### config.mk
export PLATFORM = sky130hd
export DESIGN_NAME = lamp_shift_driver
export DESIGN_NICKNAME = d
export VERILOG_FILES = /design/src/rtl/lamp_shift_driver.sv
export SDC_FILE = /design/constraint.sdc
export NUM_CORES = 1
export LEC_CHECK = 0
export CORE_MARGIN = 2
export CORE_UTILIZATION = 50
export DETAILED_ROUTE_END_ITERATION = 10
export PLACE_DENSITY = 0.73
export SLEW_MARGIN = 20
export SYNTH_ARGS = -nofsm -noshare
export SYNTH_HDL_FRONTEND = slang
export SYNTH_SLANG_ARGS = --single-unit
export TNS_END_PERCENT = 1
### constraint.sdc
create_clock -name clk -period 3.2 [get_ports clk]
set_input_delay 0.48 -clock clk [delete_from_list [all_inputs] [get_ports clk]]
set_output_delay 0.48 -clock clk [all_outputs]
set_load 0.02 [all_outputs]
### src/rtl/lamp_shift_driver.sv
// Serialises the parallel lamp vector into a cascaded 74HC595-style chain (sclk/sdata/slatch).
// A frame is sent only when lamp differs from the last frame sent, or when a refresh is requested.

module lamp_shift_driver #(
  parameter int unsigned WIDTH     = 16,
  parameter int unsigned CLK_DIV   = 4,
  parameter bit          MSB_FIRST = 1'b1
) (
  input  logic             clk,
  input  logic             rst,
  input  logic [WIDTH-1:0] lamp,
  input  logic             refresh,
  output logic             sclk,
  output logic             sdata,
  output logic             slatch,
  output logic             busy,
  output logic             frame_done
);

  localparam int unsigned CW = $clog2(CLK_DIV + 1);
  localparam int unsigned BW = $clog2(WIDTH + 1);
  localparam logic [CW-1:0] CntLast = CW'(CLK_DIV - 1);
  localparam logic [BW-1:0] BitLast = BW'(WIDTH - 1);

  typedef enum logic [1:0] {StIdle, StShiftLo, StShiftHi, StLatch} state_e;

  state_e           state_q, state_d;
  logic [CW-1:0]    cnt_q, cnt_d;
  logic [BW-1:0]    bit_q, bit_d;
  logic [WIDTH-1:0] shadow_q, shadow_d;
  logic [WIDTH-1:0] last_q, last_d;
  logic             pend_q, pend_d;
  logic             sclk_q, sclk_d;
  logic             sdata_q, sdata_d;
  logic             slatch_q, slatch_d;
  logic             busy_q, busy_d;
  logic             done_q, done_d;
  logic [WIDTH-1:0] seq_d;
  logic             cnt_end;

  assign cnt_end = (cnt_q == CntLast);

  always_comb begin
    state_d  = state_q;
    cnt_d    = cnt_q;
    bit_d    = bit_q;
    shadow_d = shadow_q;
    last_d   = last_q;
    // Refresh requests seen mid-frame collapse into a single pending frame.
    pend_d   = pend_q | ((state_q != StIdle) & refresh);
    done_d   = 1'b0;

    unique case (state_q)
      StIdle: begin
        if ((lamp != last_q) || refresh || pend_q) begin
          state_d  = StShiftLo;
          shadow_d = lamp;
          bit_d    = '0;
          cnt_d    = '0;
          pend_d   = 1'b0;
        end
      end
      StShiftLo: begin
        if (cnt_end) begin
          cnt_d   = '0;
          state_d = StShiftHi;
        end else begin
          cnt_d = cnt_q + 1'b1;
        end
      end
      StShiftHi: begin
        if (cnt_end) begin
          cnt_d = '0;
          if (bit_q == BitLast) begin
            state_d = StLatch;
          end else begin
            bit_d   = bit_q + 1'b1;
            state_d = StShiftLo;
          end
        end else begin
          cnt_d = cnt_q + 1'b1;
        end
      end
      StLatch: begin
        if (cnt_end) begin
          cnt_d   = '0;
          state_d = StIdle;
          last_d  = shadow_q;
          done_d  = 1'b1;
        end else begin
          cnt_d = cnt_q + 1'b1;
        end
      end
      default: state_d = StIdle;
    endcase

    // Outputs are decoded from the next state so every pin comes straight from a flop.
    seq_d    = MSB_FIRST ? (shadow_d << bit_d) : (shadow_d >> bit_d);
    sclk_d   = (state_d == StShiftHi);
    slatch_d = (state_d == StLatch);
    busy_d   = (state_d != StIdle);
    sdata_d  = 1'b0;
    if ((state_d == StShiftLo) || (state_d == StShiftHi)) begin
      sdata_d = MSB_FIRST ? seq_d[WIDTH-1] : seq_d[0];
    end
  end

  always_ff @(posedge clk or posedge rst) begin
    if (rst) begin
      state_q  <= StIdle;
      cnt_q    <= '0;
      bit_q    <= '0;
      shadow_q <= '0;
      last_q   <= '0;
      pend_q   <= 1'b1;
      sclk_q   <= 1'b0;
      sdata_q  <= 1'b0;
      slatch_q <= 1'b0;
      busy_q   <= 1'b0;
      done_q   <= 1'b0;
    end else begin
      state_q  <= state_d;
      cnt_q    <= cnt_d;
      bit_q    <= bit_d;
      shadow_q <= shadow_d;
      last_q   <= last_d;
      pend_q   <= pend_d;
      sclk_q   <= sclk_d;
      sdata_q  <= sdata_d;
      slatch_q <= slatch_d;
      busy_q   <= busy_d;
      done_q   <= done_d;
    end
  end

  assign sclk       = sclk_q;
  assign sdata      = sdata_q;
  assign slatch     = slatch_q;
  assign busy       = busy_q;
  assign frame_done = done_q;

endmodule

==> results.json, run 1 <==
{
  "max-vdd-ir-drop_mv": 0.242,
  "grt_pass1_vias": 1682,
  "die_h_um": 73.8,
  "slowest_delay_ps": 470,
  "fin_setup_tns_ps": 0,
  "vias": 1692,
  "synth_top_family_by_area": "simple AND/OR/NAND/NOR gates",
  "insertion_delay_ps": 300,
  "slowest_stage": "clkdlybuf4s50_1",
  "cts_resized": 0,
  "hold_violations": 0,
  "grt.busiest_layer": "met2",
  "ant_nets": 0,
  "clockBufferDepth": 2,
  "fmax_mhz": 358,
  "crit_top_cell": "o211ai_1",
  "drive_gt1_share_pct": 17.6,
  "antenna_found_initial": 0,
  "synth_adder_area_share_pct": 2.57,
  "post_cts_buffers": 0,
  "drtPass1Iterations": 4,
  "cts_max_level": 2,
  "drc": 0,
  "ctsHoldBuffers": 0,
  "synthesis.instances": 226,
  "detail_route.wl_per_cell_um": 14.0,
  "switching_share_pct": 21.2,
  "yosysSeqAreaShare_pct": 49.3,
  "dp_hpwl_um": 3430,
  "setup_viol": 0,
  "die_area_um2": 5450,
  "cts_tree": "done",
  "dpl_cell_area_um2": 2790,
  "leakage_nw": 1.43,
  "area_growth_syn_to_layout_pct": 18.2,
  "period_minus_slack_ps": 2800,
  "pwr-share-clk_pct": 35.7,
  "rsz0062_at_grt": "no",
  "power.internal_w": 0.000814,
  "num-nets-final": 284,
  "synth-compound-area-share_pct": 7.23,
  "place_congestion": 0.826,
  "grt_usage_pct": 19.7,
  "ys_ff_latch": 48,
  "avgSynthCellArea_um2": 10.8,
  "critPathMaxFanout": 4,
  "antenna_cells": 0,
  "synthMuxAreaShare_pct": 15.1,
  "end_kind": "flop",
  "rows": 25,
  "yosysTopAreaCellShare_pct": 48.2,
  "seqPwrFrac_pct": 59.0,
  "grt_use_met3_pct": 4.12,
  "wirelength_um": 4600,
  "coreArea_um2": 4720,
  "tightest_slew_ps": 806,
  "grtUsageMet1_pct": 26.4,
  "port_buffers": 23,
  "status": "finished, final reports clean",
  "netlist_area_um2": 2440,
  "clock-root-buffer": "clkbuf_8",
  "ys_types": 46,
  "synth-xor-area-share_pct": 6.11,
  "netlist_top_cells_area": "dfrtp_1 48%, mux2_2 9.7%, nand2_1 7.1%",
  "power.density_nw_per_um2": 359,
  "nFillCells": 415,
  "cp.arrival_ps": 3010,
  "drv_slew": 0,
  "holdWs_ps": 490,
  "period_share_pct": 87.4,
  "grt_max_degree": 49,
  "start_util_pct": 51.6,
  "design_area_um2": 2880,
  "hold_class": "reg2reg",
  "crit_chain": "clkdlybuf4s50_1 > xor2_1 > nor4_1 > and3_4 > and2_1 > a211oi_1 > a21oi_1 > ha_1 > inv_1 > o211ai_1 > a31oi_1 > nand4_1 > o211ai_1",
  "comb_power_share_pct": 5.3,
  "p_sw_w": 0.000219,
  "yosysTopAreaCell": "dfrtp_1",
  "syn_nets": 250,
  "routed_via_density": 5.16,
  "crit_path_start_kind": "input port",
  "grt_pass1_wl_um": 8030,
  "clock-sinks": 48,
  "ys.warnings.count": 0,
  "cap_violations": 0,
  "critical_path_required_ps": 3420,
  "synthSimpleGateAreaFrac_pct": 16.2,
  "die_w_um": 73.8,
  "drt_iter0_drc": 137,
  "ios": 24,
  "cts_buffers": 5,
  "clock_skew_ps": 7.44,
  "cts.clk_slew.worst_paths_ps": 90,
  "relSlewSlack_pct": 46.2,
  "critPathKind": "in2reg",
  "grt_util_met2_pct": 31.4,
  "overflow": 0
}
==> critical path: cells and delay by family <==
kind	cells	cell delay, ps
compound gates	5	670
xor+xnor	1	160
fa+ha+maj	1	270
buf+inv	2	530
simple gates	4	900
==> worst paths after layout <==
kind                       cells after the start  slack (ps)            startpoint                     end
min in group asynchronous                      2         630                   rst   shadow_q[2]$_DFF_PP0_
max reg2reg                                   10         610  cnt_q[0]$_DFFE_PP0P_         sdata$_DFF_PP0_
min reg2reg                                    1         490  cnt_q[0]$_DFFE_PP0P_    cnt_q[0]$_DFFE_PP0P_
min                                            1         490  cnt_q[0]$_DFFE_PP0P_    cnt_q[0]$_DFFE_PP0P_
max                                           13         400               lamp[9]         sdata$_DFF_PP0_
max in group asynchronous                      2        2090                   rst  shadow_q[10]$_DFF_PP0_
==> per-stage QoR <==
step / util [%] / cells / worst slack, ps / power [W]
after floorplan: - / 226 / 721 / 0.000644
after global placement: 59.1 / 320 / 221 / 0.000678
after detailed placement: 59.1 / 320 / 94.7 / 0.000678
after CTS: 61.0 / 328 / 417 / 0.00105
after global routing: 61.0 / 328 / 229 / 0.00108
final: 61.0 / 328 / 404 / 0.00103
==> kinds of logic after synthesis <==
kind of cell | Yosys count
fa+ha+maj | 5
simple gates | 82
flops | 48
mux | 33
buf+inv | 18
xor+xnor | 17
compound gates | 23
==> per-layer routing <==
metal | vias up | part of all wire, %
met1 | 811 | 48
met2 | 30 | 48
met3 | 5 | 2.6
met4 | 0 | 1.6
met5 | - | 0
li1 | 846 | -
==> layout make-up <==
type                       count  area (µm²)  area share, %
sequential                    48        1200           41.7
multi-input combinational    160        1150           39.9
timing repair buffer          34         313           10.9
clock buffer                   8        90.1           3.13
tap                           67        83.8           2.91
inverter                      11        42.5           1.48
==> synth_stat cells (all sizes together) <==
master / count
nand3b: 1
a211o: 1
a32o: 1
xnor2: 12
dfstp: 1
clkbuf: 5
o211ai: 3
dfrtp: 47
mux2i: 9
o21ai: 4
nor4: 1
nand3: 4
and4bb: 1
a21oi: 3
clkinv: 1
nor2: 10
and4b: 1
and2: 3
a32oi: 1
or3: 2
ha: 5
a41o: 1
o22ai: 1
nand4: 3
xor2: 5
buf: 2
and3: 1
nand2: 46
nand2b: 5
nor3: 1
and4: 1
a211oi: 2
o22a: 1
a31oi: 3
a21boi: 1
mux2: 24
inv: 10
a311o: 1
nand4b: 1
nor2b: 1
==> cell usage in the layout (no fill, tap or decap), types with 2 or more instances in the layout <==
cell type,count
dfrtp_1,47
nor2_1,10
nand4_1,3
o21ai_0,3
a211oi_1,2
xor2_1,5
mux2i_1,9
nand3_1,4
nand2_1,46
xnor2_1,12
mux2_4,2
a31oi_1,2
ha_1,5
o211ai_1,3
clkbuf_8,6
or3_1,2
and2_1,3
buf_4,11
mux2_2,21
a21oi_1,3
clkdlybuf4s50_1,23
nand2b_1,5
inv_1,8
clkbuf_1,2
==> state kept, by name (all words and copies together), names as in the netlist, 2 cells and up <==
signal	flops
bit_q	5
cnt_q	3
shadow_q	16
state_q	2
last_q	16
==> power groups by stage <==
| stage | Combinational, W | Clock [W] | Sequential, W |
|---|---|---|---|
| after floorplan | 0.0000221 | 0 | 0.000622 |
| after global placement | 0.0000560 | 0 | 0.000622 |
| after detailed placement | 0.0000564 | 0 | 0.000622 |
| after CTS | 0.0000566 | 0.000380 | 0.000610 |
| after global routing | 0.0000608 | 0.000410 | 0.000611 |
| final | 0.0000549 | 0.000368 | 0.000610 |
Power figures use the tool's default switching activity.
==> inputs of run 2 (changes only) <==
CORE_UTILIZATION = 56   (was 50)
PLACE_DENSITY = 0.8   (was 0.73)
==> run 2 against run 1 <==
  * Total power is 0.39% higher
  * Core utilization is 9.1 points higher
  * Setup slack worse by 210 ps
  * Count of clock-buffer cells in the layout stayed put
  * Sequential share of layout area is 0.24 points higher
  * Clock power is 1% higher
  * Hold slack worse by 8.9 ps
  * Cell count is 5.5% lower
  * Critical path type unchanged
  * Critical endpoint unchanged
  * Largest cell class unchanged
  * Highest routed layer unchanged
==> results.json, run 2 (synthesis results as in run 1) <==
{
  "cts_buffers": 5,
  "relSlewSlack_pct": 45.4,
  "slowest_stage": "clkdlybuf4s50_1",
  "hold_violations": 0,
  "fmax_mhz": 332,
  "crit_path_start_kind": "input port",
  "design_area_um2": 2870,
  "critical_path_required_ps": 3410,
  "port_buffers": 23,
  "cts_tree": "done",
  "wirelength_um": 4720,
  "die_h_um": 70.0,
  "die_area_um2": 4900,
  "dpl_cell_area_um2": 2770,
  "status": "finished, final reports clean",
  "grtUsageMet1_pct": 29.7,
  "start_util_pct": 59.7,
  "cts_max_level": 2,
  "slowest_delay_ps": 430,
  "cp_top_family": "compound AO/OA/AOI/OAI gates",
  "critPathBufInv": 3,
  "clockBufferDepth": 2,
  "num-nets-final": 283,
  "rows": 23,
  "period_minus_slack_ps": 3010,
  "coreArea_um2": 4090,
  "die_w_um": 70.0,
  "grt_util_met2_pct": 34.4,
  "register_area_um2": 1200,
  "cts.clk_slew.worst_paths_ps": 90,
  "dp_hpwl_um": 3210,
  "crit_chain": "clkdlybuf4s50_1 > xnor2_1 > nand4_1 > nor3_1 > buf_4 > and2_1 > a211oi_1 > a21oi_1 > ha_1 > inv_1 > o211ai_1 > a31oi_1 > nand4_1 > o211ai_1",
  "grt_pass1_vias": 1745,
  "antenna_cells": 0,
  "cp.arrival_ps": 3220,
  "grt_pass1_wl_um": 8360,
  "overflow": 0,
  "area_growth_syn_to_layout_pct": 17.5,
  "clock_skew_ps": 12.7,
  "period_share_pct": 94.0,
  "multi_input_comb_area_um2": 1150,
  "ctsHoldBuffers": 0,
  "end_kind": "flop",
  "critPathLaunch": "lamp[5]",
  "final_common_cell": "dfrtp_1",
  "leakage_nw": 1.43,
  "r2r-end": "sdata$_DFF_PP0_",
  "post_cts_buffers": 0,
  "max-vdd-ir-drop_mv": 0.291,
  "r2r_cells": 13,
  "tightest_slew_ps": 819,
  "cap_violations": 0,
  "nFillCells": 306,
  "reg_top3": "last_q (16), shadow_q (16), bit_q (5)",
  "layout_common_cells": "47 x dfrtp_1, 46 x nand2_1, 23 x clkdlybuf4s50_1, 21 x mux2_2, 12 x xnor2_1",
  "reg2reg_slack_ps": 410,
  "fin_setup_tns_ps": 0,
  "rsz0062_at_grt": "no",
  "setup_viol": 0,
  "vias": 1732,
  "r2r_start": "last_q[5]$_DFFE_PP0P_",
  "drive_gt1_share_pct": 17.3,
  "ant_nets": 0,
  "drt_iter0_drc": 132,
  "routed_via_density": 5.59,
  "place_congestion": 0.864,
  "detail_route.wl_per_cell_um": 15.2,
  "clock-root-buffer": "clkbuf_8",
  "drc": 0,
  "critPathMaxFanout": 4,
  "path_depth": 14,
  "cp-endpoint": "sdata$_DFF_PP0_",
  "grt_use_met3_pct": 4.76,
  "critPathKind": "in2reg",
  "clock-sinks": 48,
  "hp-start": "cnt_q[0]$_DFFE_PP0P_",
  "hold_class": "reg2reg",
  "grt_usage_pct": 21.9,
  "antenna_found_initial": 0,
  "grt.busiest_layer": "met2",
  "grt_max_degree": 49,
  "drv_slew": 0,
  "drtPass1Iterations": 4,
  "power.density_nw_per_um2": 362,
  "cts_resized": 0,
  "ios": 24,
  "insertion_delay_ps": 310
}
[run 2: stage by stage]
step	utilization, %	setup slack [ps]	power (W)	instances	hold WS, ps
after floorplan	-	721	0.000644	226	446
after global placement	67.9	124	0.000677	302	468
after detailed placement	67.9	38.8	0.000678	302	473
after CTS	70.1	228	0.00105	310	485
after global routing	70.1	12.7	0.00108	310	502
final	70.1	192	0.00104	310	481
[run 2: per-layer routing]
layer  up-vias  wire length, µm
met5         -                0
met4         0               89
met3         8              169
met2        33             2270
met1       853             2190
li1        838                -
[run 2: final cells by class]
type | count | area share, %
clock buffer | 8 | 3.14
inverter | 11 | 1.48
multi-input combinational | 160 | 40.1
sequential | 48 | 42.0
tap | 50 | 2.18
timing repair buffer | 33 | 11.1
[run 2: power breakdown]
group	switching [W]	internal (W)	total (W)
logic	0.0000261	0.0000290	0.0000551
registers	0.00000137	0.000609	0.000610
clock network	0.000196	0.000176	0.000372
total	0.000223	0.000814	0.00104
[run 2: worst min-delay path by stage]
| stage | slack (ps) | cells after the start | end |
|---|---|---|---|
| 6_report | 480 | 1 | cnt_q[0]$_DFFE_PP0P_ |
| 5_1_grt | 500 | 1 | cnt_q[0]$_DFFE_PP0P_ |
| 4_1_cts | 480 | 1 | cnt_q[0]$_DFFE_PP0P_ |
| 3_5_place_dp | 470 | 1 | cnt_q[0]$_DFFE_PP0P_ |
| 3_3_place_gp | 470 | 1 | cnt_q[0]$_DFFE_PP0P_ |
| 2_1_floorplan | 450 | 1 | cnt_q[0]$_DFFE_PP0P_ |
==> inputs of run 3 (changes only) <==
CORE_MARGIN = 3   (was 2)
==> run 3 against run 2 <==
  * Combinational power shrank 0.7%
  * Count of clock-buffer cells in the layout shrank 2
  * Die area grew 5.8%
  * Hold slack hardly changed
  * Global-route usage is 1.9 points lower
  * Cell area down 0.22%
  * Clock skew down 0.57 ps
  * Non-clock buffer count is the same
  * Total power down 2.4%
  * Critical path depth fell by 1
  * Clock power is 6.5% lower
  * Critical path type unchanged
==> results.json, run 3 (synthesis results as in run 1) <==
{
  "reg2reg_slack_ps": 660,
  "drive_gt1_share_pct": 17.7,
  "cts_resized": 0,
  "detail_route.wl_per_cell_um": 14.7,
  "clock-root-buffer": "clkbuf_8",
  "register_area_um2": 1200,
  "critPathKind": "in2reg",
  "finalPower_w": 0.00101,
  "critical_path_required_ps": 3420,
  "num-nets-final": 283,
  "hold_class": "reg2reg",
  "crit_top_cell": "o211ai_1",
  "setup_viol": 0,
  "ant_nets": 0,
  "path_depth": 13,
  "grt_usage_pct": 20.0,
  "reg_top3": "last_q (16), shadow_q (16), bit_q (5)",
  "vias": 1702,
  "rsz0062_at_grt": "no",
  "hold_violations": 0,
  "critPathBufInv": 2,
  "area_growth_syn_to_layout_pct": 17.2,
  "place_congestion": 0.849,
  "crit_path_start_kind": "input port",
  "antenna_cells": 0,
  "max-vdd-ir-drop_mv": 0.268,
  "die_h_um": 72.0,
  "fmax_mhz": 361,
  "layout_common_cells": "47 x dfrtp_1, 46 x nand2_1, 23 x clkdlybuf4s50_1, 21 x mux2_2, 12 x xnor2_1",
  "drtPass1Iterations": 4,
  "ctsHoldBuffers": 0,
  "grt_max_degree": 49,
  "utilization_pct": 70.0,
  "final_common_cell": "dfrtp_1",
  "cp.arrival_ps": 2990,
  "place_inst": 302,
  "coreArea_um2": 4090,
  "die_area_um2": 5180,
  "r2r_start": "last_q[9]$_DFFE_PP0P_",
  "tightest_slew_ps": 967,
  "period_minus_slack_ps": 2770,
  "routed_via_density": 5.49,
  "multi_input_comb_area_um2": 1150,
  "drt_iter0_drc": 137,
  "cts.clk_slew.worst_paths_ps": 90,
  "cp_top_family": "simple AND/OR/NAND/NOR gates",
  "r2r_cells": 12,
  "cts_tree": "done",
  "drc": 0,
  "clockBufferDepth": 2,
  "clock_skew_ps": 12.1,
  "rows": 23,
  "status": "finished, final reports clean",
  "die_w_um": 72.0,
  "final_cell_count_no_fill": 310,
  "wirelength_um": 4560,
  "critPathMaxFanout": 4,
  "overflow": 0,
  "fin_setup_tns_ps": 0,
  "end_kind": "flop",
  "power.density_nw_per_um2": 354,
  "insertion_delay_ps": 300,
  "r2r-end": "sdata$_DFF_PP0_",
  "holdWs_ps": 481,
  "start_util_pct": 59.7,
  "drv_slew": 0,
  "clock-sinks": 48,
  "nFillCells": 325,
  "min_to": "cnt_q[0]$_DFFE_PP0P_",
  "hp-start": "cnt_q[0]$_DFFE_PP0P_",
  "period_share_pct": 86.5,
  "ios": 24,
  "slowest_delay_ps": 450,
  "post_cts_buffers": 0,
  "cts_max_level": 2,
  "cap_violations": 0,
  "slowest_stage": "clkdlybuf4s50_1",
  "leakage_nw": 1.43,
  "crit_chain": "clkdlybuf4s50_1 > xor2_1 > nor4_1 > and3_4 > and2_1 > a211oi_1 > a21oi_1 > ha_1 > inv_1 > o211ai_1 > a31oi_1 > nand4_1 > o211ai_1",
  "cts_buffers": 5,
  "grt_pass1_vias": 1699,
  "hold_depth": 1,
  "grt_pass1_wl_um": 8000,
  "relSlewSlack_pct": 35.5,
  "antenna_found_initial": 0,
  "dp_hpwl_um": 3410,
  "port_buffers": 23
}
-- run 3: cell count changes in the layout (fill, tap and decap cells not counted) --
cell,before,now
clkinvlp_4,0,1
clkbuf_8,6,5
inv_2,1,2
clkbuf_1,2,1
-- run 3: cell type report --
type / instances / share of cell area, %
multi-input cells: 160 / 40.2
well taps: 50 / 2.19
repair buffers: 33 / 11.1
clock buffers: 6 / 2.54
inverters: 11 / 1.44
clock inverters: 2 / 0.438
flip-flops and latches: 48 / 42.1
-- run 3: worst max-delay path by stage --
stage | endpoint | slack (ps) | start
2_1_floorplan | sdata$_DFF_PP0_ | 720 | lamp[9]
3_3_place_gp | sdata$_DFF_PP0_ | 140 | lamp[9]
3_5_place_dp | sdata$_DFF_PP0_ | 140 | lamp[9]
4_1_cts | sdata$_DFF_PP0_ | 440 | lamp[4]
5_1_grt | sdata$_DFF_PP0_ | 190 | lamp[9]
6_report | sdata$_DFF_PP0_ | 430 | lamp[9]
-- run 3: where the power goes --
group / switching [W] / internal (W)
registers: 0.00000135 / 0.000609
logic: 0.0000258 / 0.0000289
clock network: 0.000195 / 0.000153
-- run 3: metal layers --
metal / vias up / share of wire [%] / GRT usage (%)
met3: 4 / 4.3 / 4.85
met1: 818 / 46 / 28.0
li1: 841 / - / -
met5: - / 0 / 0
met2: 39 / 49 / 31.2
met4: 0 / 0.92 / 5.64
-- run 3: stage by stage --
stage / setup WS, ps / area [µm²]
4_1_cts: 437 / 2860
6_report: 430 / 2860
3_5_place_dp: 140 / 2770
5_1_grt: 186 / 2860
2_1_floorplan: 721 / 2440
3_3_place_gp: 135 / 2770
